[src/rtl/mtpsa_from_sdnet_pkg.sv]
// Shared MTPSA tuple layout used by the input- and output-side SDNet adapters.
package mtpsa_from_sdnet_pkg;

  localparam int MTPSA_META_W   = 128;
  localparam int MTPSA_DIGEST_W = 256;
  localparam int MTPSA_KEEP_LO  = 48;

  // Field offsets inside the retained low metadata bits.
  localparam int PKT_LEN  = 0;
  localparam int SRC      = 16;
  localparam int DST      = 24;
  localparam int DROP     = 32;
  localparam int SEND_DIG = 40;

  typedef logic [0:0] state_t;

  localparam state_t WAIT_SOP = 1'b0;
  localparam state_t IN_PKT   = 1'b1;

endpackage

[src/rtl/mtpsa_tuple_fifo.sv]
// Small tuple queue: registered write, combinational head, wrap-bit pointers.
module mtpsa_tuple_fifo #(
  parameter int WIDTH = 304,
  parameter int DEPTH = 4
) (
  input  logic             clk,
  input  logic             rst,
  input  logic             wr_en,
  input  logic             rd_en,
  input  logic [WIDTH-1:0] din,
  output logic [WIDTH-1:0] dout,
  output logic             empty,
  output logic             full
);

  localparam int AW = $clog2(DEPTH);

  logic [WIDTH-1:0] mem [DEPTH];
  logic [AW:0]      wr_ptr;
  logic [AW:0]      rd_ptr;
  logic             wr_ok;
  logic             rd_ok;

  assign empty = (wr_ptr == rd_ptr);
  assign full  = (wr_ptr[AW] != rd_ptr[AW]) && (wr_ptr[AW-1:0] == rd_ptr[AW-1:0]);
  assign dout  = mem[rd_ptr[AW-1:0]];

  // A write into a full queue is legal only when the head leaves on the same edge.
  assign wr_ok = wr_en && (!full || rd_en);
  assign rd_ok = rd_en && !empty;

  always_ff @(posedge clk) begin
    if (wr_ok) begin
      mem[wr_ptr[AW-1:0]] <= din;
    end
  end

  always_ff @(posedge clk) begin
    if (rst) begin
      wr_ptr <= '0;
      rd_ptr <= '0;
    end else begin
      if (wr_ok) begin
        wr_ptr <= wr_ptr + {{AW{1'b0}}, 1'b1};
      end
      if (rd_ok) begin
        rd_ptr <= rd_ptr + {{AW{1'b0}}, 1'b1};
      end
    end
  end

endmodule

[src/rtl/mtpsa_from_sdnet.sv]
// Return-path adapter: pairs queued SDNet tuples with outgoing packets and
// holds tuser for the whole packet on the SUME master stream.
module mtpsa_from_sdnet
  import mtpsa_from_sdnet_pkg::*;
#(
  parameter int C_AXIS_DATA_WIDTH    = 256,
  parameter int C_META_WIDTH         = MTPSA_META_W,
  parameter int DIGEST_WIDTH         = MTPSA_DIGEST_W,
  parameter int C_M_AXIS_TUSER_WIDTH = DIGEST_WIDTH + MTPSA_KEEP_LO,
  parameter int TUPLE_DEPTH          = 4
) (
  input  logic                              axis_aclk,
  input  logic                              axis_rst,
  input  logic                              sdnet_tvalid,
  input  logic                              sdnet_tlast,
  input  logic [C_AXIS_DATA_WIDTH-1:0]      sdnet_tdata,
  input  logic [C_AXIS_DATA_WIDTH/8-1:0]    sdnet_tkeep,
  output logic                              sdnet_tready,
  input  logic                              meta_valid,
  input  logic [C_META_WIDTH-1:0]           meta_data,
  input  logic [DIGEST_WIDTH-1:0]           digest_data,
  output logic [C_AXIS_DATA_WIDTH-1:0]      m_axis_tdata,
  output logic [C_AXIS_DATA_WIDTH/8-1:0]    m_axis_tkeep,
  output logic [C_M_AXIS_TUSER_WIDTH-1:0]   m_axis_tuser,
  output logic                              m_axis_tvalid,
  output logic                              m_axis_tlast,
  input  logic                              m_axis_tready,
  output logic                              tuple_ovfl,
  output logic [31:0]                       pkt_cnt
);

  state_t                          state;
  logic                            go;
  logic                            q_empty;
  logic                            q_full;
  logic                            beat_hs;
  logic                            last_hs;
  logic [C_M_AXIS_TUSER_WIDTH-1:0] q_head;
  logic                            meta_unused;

  assign meta_unused = ^meta_data[C_META_WIDTH-1:MTPSA_KEEP_LO];

  // A packet may only start once its tuple is at the head; reset blocks the stream outright.
  assign go = !axis_rst && ((state == IN_PKT) || !q_empty);

  assign m_axis_tvalid = sdnet_tvalid & go;
  assign sdnet_tready  = m_axis_tready & go;
  assign m_axis_tdata  = sdnet_tdata;
  assign m_axis_tkeep  = sdnet_tkeep;
  assign m_axis_tlast  = sdnet_tlast;
  assign m_axis_tuser  = q_empty ? '0 : q_head;

  assign beat_hs = m_axis_tvalid & m_axis_tready;
  assign last_hs = beat_hs & sdnet_tlast;

  mtpsa_tuple_fifo #(
    .WIDTH (C_M_AXIS_TUSER_WIDTH),
    .DEPTH (TUPLE_DEPTH)
  ) u_tuple_fifo (
    .clk   (axis_aclk),
    .rst   (axis_rst),
    .wr_en (meta_valid),
    .rd_en (last_hs),
    .din   ({digest_data, meta_data[MTPSA_KEEP_LO-1:0]}),
    .dout  (q_head),
    .empty (q_empty),
    .full  (q_full)
  );

  always_ff @(posedge axis_aclk) begin
    if (axis_rst) begin
      state <= WAIT_SOP;
    end else if (last_hs) begin
      state <= WAIT_SOP;
    end else if (beat_hs) begin
      state <= IN_PKT;
    end
  end

  // Overflow is only a drop when no tlast frees a slot on the same edge.
  always_ff @(posedge axis_aclk) begin
    if (axis_rst) begin
      pkt_cnt    <= '0;
      tuple_ovfl <= 1'b0;
    end else begin
      if (last_hs) begin
        pkt_cnt <= pkt_cnt + 32'd1;
      end
      if (meta_valid && q_full && !last_hs) begin
        tuple_ovfl <= 1'b1;
      end
    end
  end

endmodule

[config.mk]
export PLATFORM = sky130hd
export DESIGN_NAME = mtpsa_from_sdnet
export DESIGN_NICKNAME = d
export VERILOG_FILES = /design/src/rtl/mtpsa_from_sdnet_pkg.sv /design/src/rtl/mtpsa_tuple_fifo.sv /design/src/rtl/mtpsa_from_sdnet.sv
export SDC_FILE = /design/constraint.sdc
export NUM_CORES = 1
export LEC_CHECK = 0
export ABC_AREA = 0
export ABC_CLOCK_PERIOD_IN_PS = 10600
export BUFFER_PORTS_ARGS = -buffer_cell sky130_fd_sc_hd__buf_2
export CAP_MARGIN = 20
export CORE_AREA = 4 4 513 515
export DETAILED_ROUTE_END_ITERATION = 10
export DIE_AREA = 0 0 517 519
export GPL_TIMING_DRIVEN = 0
export PLACE_DENSITY = 0.43
export SLEW_MARGIN = 5
export SYNTH_ARGS = -nofsm -noshare
export SYNTH_HDL_FRONTEND = slang
export SYNTH_SLANG_ARGS = --single-unit
[constraint.sdc]
create_clock -name axis_aclk -period 10.6 [get_ports axis_aclk]
set_input_delay 2.12 -clock axis_aclk [delete_from_list [all_inputs] [get_ports axis_aclk]]
set_output_delay 2.12 -clock axis_aclk [all_outputs]
set_load 0.005 [all_outputs]
==> key figures <==
Status
  – Outcome: complete, no violations

Yosys
  – Yosys cell types: 36
  – Cell taking the most area after synthesis: edfxtp_1
  – Cell Area, Synth: between 40000 and 50000 um^2
  – Post-synth top area share: 0.7326
  – Top post-synthesis cells by area: edfxtp_1 (73%), mux4_2 (14%), buf_4 (4.4%), and2_1 (3.9%), dfxtp_1 (1.7%)
  – Cells after Synth: approximately 2400
  – Syn_area_per_cell: just over 20 um^2
  – Post-synth ARST share: 0
  – Post-synth EDFFs: about 1200
  – Synth Flop Type: edfxtp_1
  – Yosys reg bits: between 1000 and 1500
  – Sequential area share after synthesis: 0.7495
  – Post-Syn Nets: 3131
  – Synth Warn #: 0

Setup path
  – WS Path Type: register to primary output
  – CP max stage cell: buf_1
  – Crit path depth: 7
  – Crit-path cells: clkbuf_2 > clkbuf_1 > buf_8 > buf_1 > mux4_2 > and2_1 > buf_2
  – R2r worst-path depth: 7
  – Worst path required time: 8480 ps
  – Maximum fanout along the worst path: 10
  – Arrival time of the worst setup path: 4110 ps
  – Cell class contributing the biggest share of worst-path delay: buffers and inverters
  – CP bufs+invs: 5
  – CP Launch Type: register
  – Biggest cell delay along the critical path: between 700 and 800 ps
  – Crit. End Element: primary output

Route
  – Wire length on met2: between 100000 and 150000 um
  – Residual DRC: 0
  – Routed length per instance: 29.14 um
  – Via count: 28410
  – Routed wl met3: 19700 um
  – Via density: ~4.0
  – Initial DRC count: 2113
  – Routed Wire Length: around 210000 um
  – Highest routing layer actually used: met5
  – Initial DRT Pass Iterations: 6
  – DRT antenna net count: 0
  – Metal-1 WL: around 71000 um

Hold path
  – Worst min path class: register to register
  – Hold Path Stages: 2

Finish
  – Final nets: ~4300
  – Seq. cell area: ~37000 um^2
  – Area growth, synth to finish: 29.91%
  – Final non-filler cell total: 7180
  – Final Cell Area: approximately 65000 um^2
  – Multi-input combinational cell area: roughly 9900 um^2
  – Layout cell share with drive strength beyond 1: 0.4843
  – Fill cells: 26800
  – Final Util: 0.2502

Power
  – Pint: 9037 uW
  – Cell Pwr Density: around 180 nW/um^2
  – Clock network power share: 0.420
  – Switching power: ~2900 uW
  – Switching share of total power: 0.2413
  – Leakage: roughly 0.022 uW
  – Worst VDD drop: roughly 0.14 mV
  – Sequential power share: 0.482
  – Combinational Power Share: 0.098

Timing
  – Clock Skew: 50.24 ps
  – Fin. Hold Viols: 0
  – Minimum clock period: just over 6000 ps
  – Setup ws final: around 4400 ps
  – RSZ-0062 raised after global routing: false
  – Slew margin rel.: 0.2865
  – Worst Tran Pin Value: between 1000 and 1500 ps
  – Crit share post-route: 0.5878
  – Fmax: about 0.16 GHz
  – Max Slew Vio Count: 0
  – Final setup violation count: 0

GRT
  – Gr usage total: 0.1508
  – Largest net degree at the start of global routing: slightly below 50
  – First-pass GRT wire length: around 270000 um
  – Number of global-route vias before repair: slightly below 30000
  – Initial antenna violation count: 256
  – Grt ovf: 0

Clock tree
  – Clock tree sinks: between 1000 and 1500
  – # Post-CTS Setup Buffers: 0
  – CTS tree: done
  – Clock insertion delay at the later pin of the skew report: 800 ps
  – Clock root cell: clkbuf_16
  – Clock Path Buffers: 3
  – Clock slew at reported path FFs: roughly 60 ps
  – PostCTS Resize Cnt: 0
  – Number of H-tree levels: 4
  – Cts hold-fix bufs: 0
  – CTS buffer count: around 150

Floorplanning
  – Rows: around 190
  – Die area: roughly 270000 um^2
  – Initial Utilization: 0.1926
  – Core Area: 258800 um^2
  – Die X: 517 um
  – Height of the die: just over 500 um
  – IO Pins: between 1000 and 1500

Placement
  – Place WS: approximately 5000 ps
  – Routability cong.: ~0.97
  – Post-placement cell area: approximately 60000 um^2
  – Buffers on Ports: approximately 940
  – Final HPWL DP: about 160000 um
  – Post-Place Cells: slightly below 7000

Job
  – Max Cap Viol: 0
-- metal layers --
layer | vias up | track usage
met5 | - | 0
met4 | 92 | 0.09468
met3 | 616 | 0.05963
met2 | 1468 | 0.2558
met1 | 14440 | 0.1550
li1 | 11790 | -
-- power groups by stage --
| stage | logic, uW | registers [uW] | clock network [uW] |
|---|---|---|---|
| after floorplan | 488 | 5900 | 0 |
| after global placement | 1160 | 6000 | 0 |
| after detailed placement | 1210 | 5840 | 0 |
| after CTS | 1210 | 5740 | 5190 |
| after global routing | 1270 | 5750 | 5390 |
| final | 1170 | 5740 | 5010 |
-- path summary, 6_finish.rpt --
| kind | start | to | slack, ps |
|---|---|---|---|
| min | tuple_ovfl$_SDFFE_PP0P_ | tuple_ovfl$_SDFFE_PP0P_ | 490 |
| max | register | m_axis_tuser[84] | 4370 |
| max reg2reg | u_tuple_fifo.wr_ptr[0]$_SDFFE_PP0P_ | u_tuple_fifo.mem[2][254]$_DFFE_PP_ | 6940 |
| min reg2reg | tuple_ovfl$_SDFFE_PP0P_ | tuple_ovfl$_SDFFE_PP0P_ | 490 |
-- registers in the layout (all words and copies together) (netlist names), named ones only --
name and cells:
pkt_cnt 32, state 1, tuple_ovfl 1, u_tuple_fifo.mem 1216
u_tuple_fifo.rd_ptr 3, u_tuple_fifo.wr_ptr 3
-- cell usage in the layout (no fill, tap or decap), types with 5 or more instances in the layout --
master,n
o21ai_0,10
nand3_1,8
diode_2,92
or4_1,5
clkinv_1,32
clkinv_16,9
edfxtp_1,1216
clkbuf_2,8
xor2_1,5
nor4_1,9
clkbuf_16,148
clkinv_2,17
buf_4,289
xnor2_1,23
buf_16,27
nor2_1,30
nand2_1,13
bufinv_16,10
a21oi_1,14
clkbuf_1,106
buf_8,7
ha_1,6
buf_2,937
nor3b_1,5
dfxtp_1,42
and2_1,305
mux4_2,304
or3_1,10
nand4_1,7
buf_1,30
nor3_1,5
-- synth_stat cells (2+ instances only) --
cell type  instances
nor4b_1            3
edfxtp_1        1216
or4_1              5
nand2_1           13
and2_1           309
nor4_1            10
ha_1               6
nand4_1            7
buf_4            289
a21oi_1           14
o21ai_0           10
buf_1             30
or3_1             10
mux4_2           304
nand3_1            8
and4_1             3
xnor2_1           23
o31ai_1            2
inv_1              4
and3_1             2
nor3_1             5
xor2_1             5
nor2_1            30
nor3b_1            5
a31oi_1            2
buf_6              2
dfxtp_1           42
clkbuf_1          80
-- cell families (layout without fill, tap and decap cells) --
group | after synthesis | after routing | synth area share
fa+ha+maj | 6 | 6 | 0.001506
buf+inv | 406 | 1645 | 0.05267
other cells | 0 | 92 | 0
compound gates | 30 | 30 | 0.003364
flops | 1258 | 1258 | 0.7495
xor+xnor | 28 | 28 | 0.004920
simple gates | 415 | 415 | 0.05068
mux | 304 | 304 | 0.1374
-- cell type report --
type                       count  share of cell area
tap                         3402             0.06574
buffer                       402             0.04046
clock inverter                82             0.01465
clock buffer                 182             0.05917
inverter                       4           0.0002319
antenna                       92            0.003556
timing repair buffer         975             0.08672
sequential                  1258              0.5769
multi-input combinational    783              0.1525
-- metrics by stage --
step           total power (uW)  TNS (ps)  hold WS (ps)
6_report                  11910         0         485.6
3_5_place_dp               7052         0         462.6
5_1_grt                   12410         0         509.6
2_1_floorplan              6390         0         460.5
3_3_place_gp               7155  -9503400         472.3
4_1_cts                   12140         0         478.4
-- worst register-to-register path, stage by stage, from the launching register on --
cell	delay [ps]
dfxtp_1	440
xor2_1	360
o41a_1	380
and2_4	710
buf_16	370
buf_16	330
buf_16	360
buf_16	380
(Power assumes the default switching activity.)
